`src/rtl/solomon_pkg.sv`:
```
`default_nettype none
// ============================================================================
//  Module      : solomon_pkg
//  Description : Shared error codes, loader state type and index helper for
//                the ROM download sequencer.
//  Revision    : 1.0  initial release
// ============================================================================
package solomon_pkg;

    localparam logic [1:0] c_ERR_OK    = 2'b00;
    localparam logic [1:0] c_ERR_GAP   = 2'b01;
    localparam logic [1:0] c_ERR_OVF   = 2'b10;
    localparam logic [1:0] c_ERR_SHORT = 2'b11;

    typedef enum logic [2:0] {
        ST_IDLE = 3'd0,
        ST_LOAD = 3'd1,
        ST_TAIL = 3'd2,
        ST_RUN  = 3'd3,
        ST_FAIL = 3'd4
    } state_t;

    // Width of a region index; a single region still needs one bit.
    function automatic int idx_width(input int n);
        return (n > 1) ? $clog2(n) : 1;
    endfunction

endpackage
`default_nettype wire

```
`src/rtl/rom_region_decode.sv`:
```
`default_nettype none
// ============================================================================
//  Module      : rom_region_decode
//  Description : Maps a flat download address onto a ROM region index and a
//                region-local offset using ascending region base addresses.
//  Revision    : 1.0  initial release
// ============================================================================
module rom_region_decode
    import solomon_pkg::*;
#(
    parameter int                 NREG  = 4,
    parameter int                 AW    = 25,
    parameter logic [NREG*AW-1:0] RBASE = {25'h0C000, 25'h08000, 25'h04000, 25'h0}
) (
    input  logic [AW-1:0]              i_addr,
    output logic [idx_width(NREG)-1:0] o_region,
    output logic [AW-1:0]              o_offset
);

    localparam int c_IW = idx_width(NREG);

    // Bases ascend, so the last match in the scan is the highest region.
    always_comb begin
        o_region = '0;
        o_offset = i_addr;
        for (int r = 1; r < NREG; r++) begin
            if (i_addr >= RBASE[r*AW +: AW]) begin
                o_region = c_IW'(r);
                o_offset = i_addr - RBASE[r*AW +: AW];
            end
        end
    end

endmodule
`default_nettype wire

```
`src/rtl/rom_load_sequencer.sv`:
```
`default_nettype none
// ============================================================================
//  Module      : rom_load_sequencer
//  Description : Steers the HPS ioctl byte stream into the ROM region RAMs and
//                releases the game core only after a complete, gap-free image.
//  Revision    : 1.0  initial release
// ============================================================================
module rom_load_sequencer
    import solomon_pkg::*;
#(
    parameter int                 NREG  = 4,
    parameter int                 AW    = 25,
    parameter logic [NREG*AW-1:0] RBASE = {25'h0C000, 25'h08000, 25'h04000, 25'h0},
    parameter logic [AW-1:0]      TOTAL = 25'h10000,
    parameter int                 TAIL  = 1024
) (
    input  logic            MCLK,
    input  logic            RESET_N,
    input  logic            DL,
    input  logic            ROMEN,
    input  logic [AW-1:0]   ROMAD,
    input  logic [7:0]      ROMDT,
    output logic [NREG-1:0] WE,
    output logic [AW-1:0]   WAD,
    output logic [7:0]      WDT,
    output logic            PORT_SEL,
    output logic            CORE_RST,
    output logic            LOADED,
    output logic [1:0]      ERR,
    output logic [AW-1:0]   BCNT
);

    localparam int c_IW = idx_width(NREG);
    localparam int c_TW = $clog2(TAIL + 1);

    state_t          r_state;
    state_t          w_next;
    logic            r_dl_q;
    logic [c_TW-1:0] r_tcnt;

    logic [c_IW-1:0] w_region;
    logic [AW-1:0]   w_offset;
    logic [AW-1:0]   w_cnt;
    logic            w_dl_rise, w_start, w_in_load;
    logic            w_ovf, w_gap, w_acc, w_end, w_tail_done;
    logic            w_port_sel_d, w_core_rst_d, w_loaded_d;
    logic [1:0]      w_err_d;

    rom_region_decode #(
        .NREG  (NREG),
        .AW    (AW),
        .RBASE (RBASE)
    ) u_decode (
        .i_addr   (ROMAD),
        .o_region (w_region),
        .o_offset (w_offset)
    );

    // The cycle that starts a load is treated as a load cycle with a zero
    // count, so a byte 0 arriving alongside the DL rise is not lost.
    assign w_dl_rise   = DL & ~r_dl_q;
    assign w_start     = (r_state == ST_IDLE) ? DL : ((r_state != ST_LOAD) & w_dl_rise);
    assign w_in_load   = (r_state == ST_LOAD) | w_start;
    assign w_cnt       = w_start ? '0 : BCNT;
    assign w_ovf       = w_in_load & ROMEN & (ROMAD >= TOTAL);
    assign w_gap       = w_in_load & ROMEN & (ROMAD < TOTAL) & (ROMAD != w_cnt);
    assign w_acc       = w_in_load & ROMEN & (ROMAD < TOTAL) & (ROMAD == w_cnt);
    assign w_end       = w_in_load & ~ROMEN & ~DL;
    assign w_tail_done = (r_state == ST_TAIL) & ~w_dl_rise & (r_tcnt == c_TW'(TAIL - 1));

    always_ff @(posedge MCLK or negedge RESET_N) begin
        if (!RESET_N) begin
            r_state <= ST_IDLE;
            r_dl_q  <= 1'b0;
            r_tcnt  <= '0;
        end else begin
            r_state <= w_next;
            r_dl_q  <= DL;
            r_tcnt  <= (r_state == ST_TAIL) ? r_tcnt + c_TW'(1) : '0;
        end
    end

    always_comb begin
        w_next = r_state;
        if (w_in_load) begin
            if (w_ovf | w_gap) begin
                w_next = ST_FAIL;
            end else if (w_end) begin
                w_next = (w_cnt == TOTAL) ? ST_TAIL : ST_FAIL;
            end else begin
                w_next = ST_LOAD;
            end
        end else if (w_tail_done) begin
            w_next = ST_RUN;
        end
    end

    // Ports go to the core on entry to RUN; reset drops only once RUN is
    // already established, giving the one-cycle handover gap.
    always_comb begin
        w_port_sel_d = (w_next != ST_RUN);
        w_core_rst_d = !((r_state == ST_RUN) && (w_next == ST_RUN));
        w_loaded_d   = LOADED;
        w_err_d      = ERR;
        if (w_start) begin
            w_loaded_d = 1'b0;
            w_err_d    = c_ERR_OK;
        end
        if (w_tail_done) begin
            w_loaded_d = 1'b1;
        end
        if (w_ovf) begin
            w_err_d = c_ERR_OVF;
        end else if (w_gap) begin
            w_err_d = c_ERR_GAP;
        end else if (w_end && (w_cnt != TOTAL)) begin
            w_err_d = c_ERR_SHORT;
        end
    end

    always_ff @(posedge MCLK or negedge RESET_N) begin
        if (!RESET_N) begin
            WE       <= '0;
            WAD      <= '0;
            WDT      <= '0;
            PORT_SEL <= 1'b1;
            CORE_RST <= 1'b1;
            LOADED   <= 1'b0;
            ERR      <= c_ERR_OK;
            BCNT     <= '0;
        end else begin
            WE <= w_acc ? (NREG'(1) << w_region) : '0;
            if (w_acc) begin
                WAD <= w_offset;
                WDT <= ROMDT;
            end
            BCNT     <= (w_acc && (w_cnt != TOTAL)) ? w_cnt + AW'(1) : w_cnt;
            PORT_SEL <= w_port_sel_d;
            CORE_RST <= w_core_rst_d;
            LOADED   <= w_loaded_d;
            ERR      <= w_err_d;
        end
    end

endmodule
`default_nettype wire

```
`config.mk`:
```
export PLATFORM = sky130hd
export DESIGN_NAME = rom_load_sequencer
export DESIGN_NICKNAME = d
export VERILOG_FILES = /design/src/rtl/solomon_pkg.sv /design/src/rtl/rom_region_decode.sv /design/src/rtl/rom_load_sequencer.sv
export SDC_FILE = /design/constraint.sdc
export NUM_CORES = 1
export LEC_CHECK = 0
export ABC_AREA = 1
export BUFFER_PORTS_ARGS = -buffer_cell sky130_fd_sc_hd__buf_4
export CAP_MARGIN = 20
export CORE_MARGIN = 8
export CORE_UTILIZATION = 25
export DETAILED_ROUTE_END_ITERATION = 10
export PLACE_DENSITY = 0.44
export SLEW_MARGIN = 20
export SYNTH_ARGS = -nofsm -noshare
export SYNTH_HDL_FRONTEND = slang
export SYNTH_HIERARCHICAL = 1
export SYNTH_SLANG_ARGS = --single-unit
export TNS_END_PERCENT = 1
```
`constraint.sdc`:
```
create_clock -name MCLK -period 2.8 [get_ports MCLK]
set_clock_uncertainty 0.1 [all_clocks]
set_input_delay 0.56 -clock MCLK [delete_from_list [all_inputs] [get_ports MCLK]]
set_output_delay 0.56 -clock MCLK [all_outputs]
set_load 0.02 [all_outputs]
```
==> flow_metrics.env <==
export IMPL_cts_tree="yes"
export IMPL_r2r_start="r_state[2]"
export IMPL_die_x_um=159
export IMPL_fin_cells=1094
export IMPL_p_sw_frac=0.284
export IMPL_core_area_um2=20200
export IMPL_required_ps=2950
export IMPL_design_die_area_um2=25300
export IMPL_clock_latency_ps=340
export IMPL_vias=4730
export IMPL_cts_max_level=3
export IMPL_grt_max_degree=38
export IMPL_crit_path_start_kind="flop"
export IMPL_worst_setup_path_end_kind="flop"
export IMPL_syn_inst=703
export IMPL_postSynthAreaPerCell_um2=7.29
export IMPL_grt_pass1_wl_mm=27.2
export IMPL_seqPwrFrac=0.385
export IMPL_num_io_pins=104
export IMPL_max_stage_delay_ps=420
export IMPL_synth_edf_count=0
export IMPL_report_final_setup_viol=0
export IMPL_post_drt_via_cell_ratio=4.32
export IMPL_min_period_over_period=0.929
export IMPL_root_buffer="clkbuf_16"
export IMPL_relSlewSlack=0.632
export IMPL_rows=52
export IMPL_drc=0
export IMPL_hpwl_mm=13.3
export IMPL_yosysUniqueCellTypes=35
export IMPL_crit_type="flop to flop"
export IMPL_dr_pass1_iters=4
export IMPL_power_share_clock=0.426
export IMPL_crit_slowest_cell="dfrtp_1"
export IMPL_synthFlopType="dfrtp_1"
export IMPL_numCtsBuffers=9
export IMPL_ir_drop_v=0.000210
export IMPL_grt_pass1_vias=4705
export IMPL_clock_path_buffers=2
export IMPL_postCtsHoldBufs=0
export IMPL_syn_nets=750
export IMPL_pwr_density_cell_nw_per_um2=481
export IMPL_synth_seq_area_share=0.401
export IMPL_layout_setup_ws_ps=199
export IMPL_worstReg2RegEnd="BCNT[16]"
export IMPL_status="completed"
export IMPL_die_y_um=159
export IMPL_maxCapViolCount=0
export IMPL_maxSlewViolCount=0
export IMPL_fmax_mhz=385
export IMPL_reg2reg_setup_slack_ps=200
export IMPL_power_internal_mw=2.32
export IMPL_path_cells="inv_1, nand3_1, nand2_2, buf_12, nand3_1, buf_4, inv_1, ha_1, nand3_1, nor2_2, nand4_1, nor2_1, inv_1, o31ai_2"
export IMPL_wl_per_cell_um=15.7
export IMPL_clkTransAtPathRegs_ps=60
export IMPL_area_delta_synth_final_pct=31.3
export IMPL_place_port_buffers=103
export IMPL_hold_path_class="input pin to async pin"
export IMPL_setup_tns_ps=0
export IMPL_leakage_nw=3.57
export IMPL_worstPathArrival_ps=2750
export IMPL_reg2reg_depth=14
export IMPL_nNetsFinal=866
export IMPL_num_antenna_cells=0
export IMPL_initial_utilization=0.254
export IMPL_grt_overflow_total=0
export IMPL_track_usage=0.135
export IMPL_antenna_found_initial=0
export IMPL_power_switching_mw=0.920
export IMPL_final_layout_size_suffix_gt1_frac=0.250
export IMPL_clkSinkCount=82
export IMPL_netlist_area_um2=5130
export IMPL_path_max_fanout=20
export IMPL_yosys_warnings=6
export IMPL_drt_wl_total_mm=17.2
export IMPL_preCtsSetupSlack_ps=-91.1
export IMPL_fin_crit_ps=2600
export IMPL_synth_seq_cells=82
export IMPL_postRouteAntennaNets=0
export IMPL_dp_cells=1076
export IMPL_pwr_share_comb=0.189
export IMPL_drt_iter0_drc=282
export IMPL_worst_slew_pin_slew_ps=552
export IMPL_finalWeightedCongestion=0.835
export IMPL_hold_viol=0
export IMPL_async_reset_ff_frac=1.00
==> cells in the final DEF, fill, tap and decap left out, drive strengths merged <==
cell      n
nand2   255
buf     138
dfrtp    80
inv      80
nor2     80
nand3    51
nand4    30
xor2     23
nor3     18
o21ai    12
clkbuf   12
ha       10
a21oi    10
xnor2     7
nor3b     4
bufinv    3
dfstp     2
clkinv    2
o22ai     1
nor4      1
o31ai     1
o21bai    1
o21a      1
a31oi     1
a21o      1
==> worst max-delay path by stage <==
stage	startpoint	endpoint	slack, ps	cells after the start
global placement	DL	CORE_RST	-140	16
floorplan	DL	BCNT[9]	510	17
finish	r_state[2]	BCNT[16]	200	14
detailed placement	DL	CORE_RST	-90	16
CTS	r_state[0]	CORE_RST	80	14
global route	r_state[2]	CORE_RST	-30	15
==> worst max-delay path, delay by kind of cell (launching register included) <==
family,cells,cell delay [ps]
and+or+nand+nor,7,980
buffers and inverters,5,580
DFF,1,420
AOI/OAI and AO/OA,1,270
adders and majority gates,1,150
==> cell usage after synthesis (8+ instances only) <==
master	instances	area, um2
dfrtp_1	80	2000
o21ai_0	10	50.1
nand3_1	42	210
inv_1	74	278
nand3_2	8	80.1
nand2_2	11	68.8
nand2_1	243	912
ha_1	10	125
nor2_2	14	87.6
buf_4	22	165
nand4_1	30	188
nor3_1	18	90.1
nor2_1	63	236
xor2_1	23	201
==> per-layer routing <==
metal  GRT usage  vias to the layer above  wire (um)
li1            -                     2428          -
met1       0.176                     2205       8310
met2       0.220                       89       8020
met3      0.0308                        8        733
met4      0.0382                        0        158
met5           0                        -          0
==> state kept, by name, indices dropped and copies added (netlist names), 2 cells and up <==
signal and count:
r_state 3, BCNT 25, ERR 2, WE 4, WDT 8, WAD 25
r_tcnt 11
==> power groups by stage <==
stage	logic, mW	registers (mW)	clock network [mW]
floorplan	0.327	1.28	0
global placement	0.579	1.26	0
detailed placement	0.574	1.26	0
CTS	0.576	1.24	1.42
global route	0.680	1.25	1.47
finish	0.613	1.25	1.38
==> cells by family after synthesis <==
logic type	count (synthesis)	share of synthesized area
compound gates	28	0.0320
xor+xnor	30	0.0513
fa+ha+maj	10	0.0244
buf+inv	114	0.107
flops	82	0.401
simple gates	439	0.385
==> what timing repair did <==
item / in CTS / in global routing
resized for setup: 0 / 6
endpoints found under the setup margin: 0 / 15
endpoints found under the hold margin: 0 / 0
setup buffers: 0 / 1
==> area by class of cell <==
class | instances | area, um2
clock inverter | 5 | 104
clock buffer | 11 | 233
timing repair buffer | 139 | 1150
tap | 270 | 338
inverter | 80 | 303
multi-input combinational | 507 | 2550
sequential | 82 | 2050
fill | 2234 | 13400
==> per-stage QoR <==
| step | utilization | hold WS, ps | total power [mW] | area [um2] |
|---|---|---|---|---|
| after floorplan | - | 164 | 1.60 | 5130 |
| after global placement | 0.314 | 356 | 1.84 | 6330 |
| after detailed placement | 0.314 | 356 | 1.83 | 6330 |
| after CTS | 0.331 | 111 | 3.24 | 6670 |
| after global routing | 0.334 | 133 | 3.39 | 6730 |
| final | 0.334 | 111 | 3.24 | 6730 |
Power figures use the tool's default switching activity.
